### config.mk
export PLATFORM = sky130hd
export DESIGN_NAME = apb_slave_bank
export DESIGN_NICKNAME = d
export VERILOG_FILES = /design/src/rtl/apb_pkg.sv /design/src/rtl/apb_wait_counter.sv /design/src/rtl/apb_slave_bank.sv
export SDC_FILE = /design/constraint.sdc
export NUM_CORES = 2
export LEC_CHECK = 0
export ABC_AREA = 1
export BUFFER_PORTS_ARGS = -buffer_cell sky130_fd_sc_hd__buf_4
export CAP_MARGIN = 20
export CORE_MARGIN = 1
export CORE_UTILIZATION = 50
export DETAILED_ROUTE_END_ITERATION = 10
export PLACE_DENSITY = 0.77
export SYNTH_ARGS = -nofsm -noshare
export SYNTH_HDL_FRONTEND = slang
export SYNTH_SLANG_ARGS = --single-unit
export TNS_END_PERCENT = 100
### constraint.sdc
create_clock -name Hclk -period 78.2 [get_ports Hclk]
set_clock_uncertainty 0.2 [all_clocks]
set_input_delay 11.73 -clock Hclk [delete_from_list [all_inputs] [get_ports Hclk]]
set_output_delay 11.73 -clock Hclk [all_outputs]
set_load 0.05 [all_outputs]
### src/rtl/apb_pkg.sv
// Shared types and helpers for the APB slave register bank model.
package apb_pkg;

   localparam int WAIT_CNT_W = 4;

   typedef enum logic {
      IDLE   = 1'b0,
      ACCESS = 1'b1
   } state_t;

   // Byte address to word index shift for the supported bus widths.
   function automatic int word_shift(input int data_width);
      case (data_width)
         8:       return 0;
         16:      return 1;
         default: return 2;
      endcase
   endfunction

endpackage

### src/rtl/apb_wait_counter.sv
// Wait-state down-counter: loads on the setup strobe, counts down during access.
module apb_wait_counter
   import apb_pkg::*;
(
   input  logic                  i_clk,
   input  logic                  i_rst,
   input  logic                  i_load,
   input  logic                  i_dec,
   input  logic [WAIT_CNT_W-1:0] i_load_val,
   output logic [WAIT_CNT_W-1:0] o_cnt,
   output logic                  o_zero
);

   logic [WAIT_CNT_W-1:0] r_cnt;

   always_ff @(posedge i_clk or posedge i_rst) begin
      if (i_rst) begin
         r_cnt <= '0;
      end else if (i_load) begin
         r_cnt <= i_load_val;
      end else if (i_dec && (r_cnt != '0)) begin
         r_cnt <= r_cnt - WAIT_CNT_W'(1);
      end
   end

   assign o_cnt  = r_cnt;
   assign o_zero = (r_cnt == '0);

endmodule

### src/rtl/apb_slave_bank.sv
// APB slave with NUM_SLAVES word-addressed register banks and programmable wait states.
// Define APB_SLVERR_EN to report out-of-range or multi-hot selects on Pslverr.
module apb_slave_bank
   import apb_pkg::*;
#(
   parameter int NUM_SLAVES  = 3,
   parameter int DATA_WIDTH  = 32,
   parameter int ADDR_WIDTH  = 32,
   parameter int DEPTH       = 16,
   parameter int WAIT_STATES = 0
) (
   input  logic                  Hclk,
   input  logic                  Hreset,
   input  logic [NUM_SLAVES-1:0] Psel,
   input  logic                  Penable,
   input  logic                  Pwrite,
   input  logic [ADDR_WIDTH-1:0] Paddr,
   input  logic [DATA_WIDTH-1:0] Pwdata,
   output logic [DATA_WIDTH-1:0] Prdata,
   output logic                  Pready,
   output logic                  Pslverr
);

   localparam int SHIFT  = word_shift(DATA_WIDTH);
   localparam int IDX_W  = $clog2(DEPTH);
   localparam int BANK_W = (NUM_SLAVES > 1) ? $clog2(NUM_SLAVES) : 1;

   state_t                  r_state;
   state_t                  w_next;
   logic [DATA_WIDTH-1:0]   r_mem [NUM_SLAVES][DEPTH];
   logic [DATA_WIDTH-1:0]   r_prdata;
   logic [ADDR_WIDTH-1:0]   w_word;
   logic [IDX_W-1:0]        w_idx;
   logic [BANK_W-1:0]       w_bank;
   logic [WAIT_CNT_W-1:0]   w_cnt;
   logic                    w_cnt_zero;
   logic                    w_sel_any;
   logic                    w_multi;
   logic                    w_in_range;
   logic                    w_legal;
   logic                    w_setup;

   assign w_sel_any  = |Psel;
   assign w_multi    = |(Psel & (Psel - NUM_SLAVES'(1)));
   assign w_word     = Paddr >> SHIFT;
   assign w_in_range = (w_word < ADDR_WIDTH'(DEPTH));
   assign w_idx      = w_word[IDX_W-1:0];
   assign w_setup    = (r_state == IDLE) && w_sel_any && !Penable;

   // Lowest set bit of Psel picks the bank.
   always_comb begin
      w_bank = '0;
      for (int i = NUM_SLAVES - 1; i >= 0; i--) begin
         if (Psel[i]) w_bank = BANK_W'(i);
      end
   end

`ifdef APB_SLVERR_EN
   assign w_legal = w_in_range && !w_multi;
   assign Pslverr = Pready && !w_legal;
`else
   assign w_legal = w_in_range;
   assign Pslverr = 1'b0;
`endif

   apb_wait_counter u_wait_counter (
      .i_clk      (Hclk),
      .i_rst      (Hreset),
      .i_load     (w_setup),
      .i_dec      (r_state == ACCESS),
      .i_load_val (WAIT_CNT_W'(WAIT_STATES)),
      .o_cnt      (w_cnt),
      .o_zero     (w_cnt_zero)
   );

   assign Pready = (r_state == ACCESS) && w_sel_any && Penable && w_cnt_zero;

   always_ff @(posedge Hclk or posedge Hreset) begin
      if (Hreset) r_state <= IDLE;
      else        r_state <= w_next;
   end

   // Dropping Psel in ACCESS aborts the transfer without a write.
   always_comb begin
      w_next = r_state;
      case (r_state)
         IDLE:    if (w_setup) w_next = ACCESS;
         ACCESS:  if (!w_sel_any || Pready) w_next = IDLE;
         default: w_next = IDLE;
      endcase
   end

   always_ff @(posedge Hclk or posedge Hreset) begin
      if (Hreset) begin
         for (int i = 0; i < NUM_SLAVES; i++) begin
            for (int j = 0; j < DEPTH; j++) begin
               r_mem[i][j] <= '0;
            end
         end
      end else if (Pready && Pwrite && w_legal) begin
         r_mem[w_bank][w_idx] <= Pwdata;
      end
   end

   // Read data is captured at setup so it is stable for the whole access phase.
   always_ff @(posedge Hclk or posedge Hreset) begin
      if (Hreset) begin
         r_prdata <= '0;
      end else if (w_setup && !Pwrite) begin
         r_prdata <= w_legal ? r_mem[w_bank][w_idx] : '0;
      end
   end

   assign Prdata = r_prdata;

   logic w_unused;
   assign w_unused = ^w_cnt;

endmodule

==> impl_metrics.ini <==
[worst_setup_path]
slowest_stage = buf_6
cp_top_delay_family = buffers and inverters
rr_worst_depth = 11
cp_num_buf_inv = 4
path_depth = 6
setup.worst_path.end_class = output port
critPathArrivalTime_ns = 12.83
critical_path.max_stage_delay_ns = 0.30
timing.critical_path.from_type = input port
data_required_critical_path_ns = 66.27
crit_path_cell_trace = buf_6, inv_1, nand2_1, nand4_2, inv_1, buf_4
critPathKind = input port to output port
worst_path_most_repeated_cell = inv_1
path_max_fanout = 33

[outcome]
outcome = finished clean

[synthesis]
syn-instance-count = 9698
dominantRegCellSynth = dfrtp_1
synthesized_cell_area_sq_um = 73900
post-synth-top-count-cell = nand2_1
synth_top_area_share_pct = 53.3
fraction_of_the_yosys_area_taken_by_sequential_cells_pct = 53.3
synthesis.yosys.warnings = 0
async_flop_share_pct = 100
synthesis.nets = 9771
cell_type_with_the_largest_total_area_after_synthesis = dfrtp_1
synth-seq-cells = 1573
yosys-top-cells-count = nand2_1, dfrtp_1, o21ai_0
synth_cell_type_count = 33
syn_avg_cell_area_sq_um = 7.62
synth.area.top_cells = dfrtp_1, nand2_1, o21ai_0
synth_enable_flop_cells = 0

[drt]
via_count = 64330
finalWirelength_mm = 225
detail_route.drc_violations = 0
drt-pass1-iter-count = 8
detail_route.iter0.violations = 8537
wire_per_inst_um = 19.8
avgViaCountPerCell = 5.65
ant_nets = 0

[clocking]
cts-buffers-inserted = 159
hold_buf_cts = 0
clock_sinks = 1573
cts.reportedPaths.clkPinSlew_ns = 0.06
clk_latency_ns = 0.82
cts_resized = 0
cts_post_setup_buffers_inserted = 0
cts_tree = built
clockRootBuffer = clkbuf_16
cts.htree.levels = 4
ctsLongestPathBuffers = 3

[sta]
post-route-period-util_pct = 31.7
timing.final.setup_violations = 0
period_minus_slack_ns = 24.76
slew-limit-headroom_pct = 22.8
report.final.hold_viol_count = 0
fmax_mhz = 40.4
report.final.slew_viol_count = 0
final.setup.tns_ns = 0
worst-slew-pin-transition_ns = 1.15
rsz0062_at_grt = false

[place]
port-buffer-count = 101
place_congestion = 0.877
placed_cells = 11089
dp_hpwl_mm = 122

[layout]
layout-drive-gt1-share_pct = 5.97
areaGrowthSynthToFinish_pct = 9.13
fillCellCount = 13045
final-instance-count-excl-fill = 11395
finish.utilization_pct = 55.2
nets = 9409

[floorplan]
top_level_ports = 105
coreArea_sq_um = 146000
die_height_um = 386
fp.dieArea_sq_um = 149000
initial_utilization_pct = 50.6
rows = 140
die_x_um = 386

[grt]
grt_overflow_total = 0
global_route_usage_over_all_layers_pct = 30.5
number_of_global_route_vias_before_repair = 60743
grt_first_pass_wirelength_mm = 351
grt_antenna_before_repair = 8
grt_start_max_net_pins = 182

[hold_path]
min_delay_path_depth = 1
min-delay-path-class = flip-flop to flip-flop

[pwr]
power_density_nw_per_um2 = 21.2
leakage_nw = 38.2
peakVddDrop_uv = 14.2

[run]
number_of_maximum_capacitance_constraint_violations = 0
==> metrics by stage <==
step | total power, mW | instance area (sq um) | setup slack (ns) | hold WS (ns)
2_1_floorplan | 0.907 | 73900 | 21.89 | 0.234
4_1_cts | 1.71 | 80500 | 53.47 | 0.269
6_report | 1.71 | 80600 | 53.44 | 0.275
5_1_grt | 1.75 | 80600 | 53.38 | 0.294
3_5_place_dp | 0.947 | 75200 | 53.46 | 0.261
3_3_place_gp | 0.946 | 75200 | 53.49 | 0.248
==> sequential cells by signal (all words and copies together), names as in the netlist <==
register              cells
r_mem                  1536
Prdata                   32
u_wait_counter.o_cnt      4
r_state                   1
==> layer usage <==
metal	global-route usage [%]	up-vias	wire, um
li1	-	29690	-
met2	48.4	3410	102000
met4	14.7	2	11100
met1	39.2	30622	87700
met5	0	-	13
met3	7.16	606	24700
==> report_power, final <==
part / switching, mW / internal (mW) / total, mW
Combinational: 0.0931 / 0.0257 / 0.119
Clock: 0.328 / 0.444 / 0.773
Sequential: 0.000751 / 0.815 / 0.816
Total: 0.422 / 1.29 / 1.71
==> final cells by class <==
cell class                 instances  area, sq um  area share (%)
timing repair buffer             235         1930            2.40
clock inverter                    47          457           0.567
tap                             1917         2400            2.98
multi-input combinational       6409        28000            34.7
antenna                            9         22.5          0.0279
inverter                         958         3620            4.49
clock buffer                     247         4840            6.01
sequential                      1573        39400            48.8
==> worst reg2reg max path, cell delays in order, from the launching register on <==
cell     delay, ns
dfrtp_1       0.39
inv_1         0.10
ha_1          0.15
nand2_1       0.05
nor2_1        0.15
nand4_2       0.17
nor3_4        0.20
buf_4         0.63
nand2_2       0.95
buf_4         0.54
nand2_1       0.11
o21ai_0       0.10
==> cells in the final DEF (no fill, tap or decap), types with 3 or more instances in the layout <==
cell and n:
nand2_1 3425, dfrtp_1 1573, o21ai_0 1532, inv_1 952
nand3_1 902, nor2_1 228, buf_4 222, o21ai_1 205
clkbuf_16 163, clkbuf_8 45, clkbuf_1 39, clkinv_2 29
o21bai_1 25, nand2_2 19, nand2_4 17, or2_2 14
nand4_4 10, buf_12 10, diode_2 9, inv_6 9
o211ai_1 7, nand4_1 6, nor2_4 5, bufinv_16 5
nor2_2 3, inv_16 3
==> logic make-up after synthesis <==
kind of cell,Yosys count,synth area share (%)
buffers and inverters,1716,9.05
and+or+nand+nor,4633,25.5
DFF,1573,53.3
adders and majority gates,2,0.0339
other,1,0.00508
AOI/OAI and AO/OA,1773,12.1
==> worst paths after layout <==
check,startpoint,to,slack (ns)
setup / recovery,Psel[2],Pready,53.44
min in group asynchronous,Hreset,r_mem[1148],10.92
hold reg to reg,u_wait_counter.o_cnt[3],u_wait_counter.o_cnt[3],0.28
setup reg to reg,u_wait_counter.o_cnt[1],r_mem[1513],74.30
hold / removal,u_wait_counter.o_cnt[3],u_wait_counter.o_cnt[3],0.28
max in group asynchronous,Hreset,r_mem[801],61.79
No activity file was read; power rests on OpenSTA's default activity.
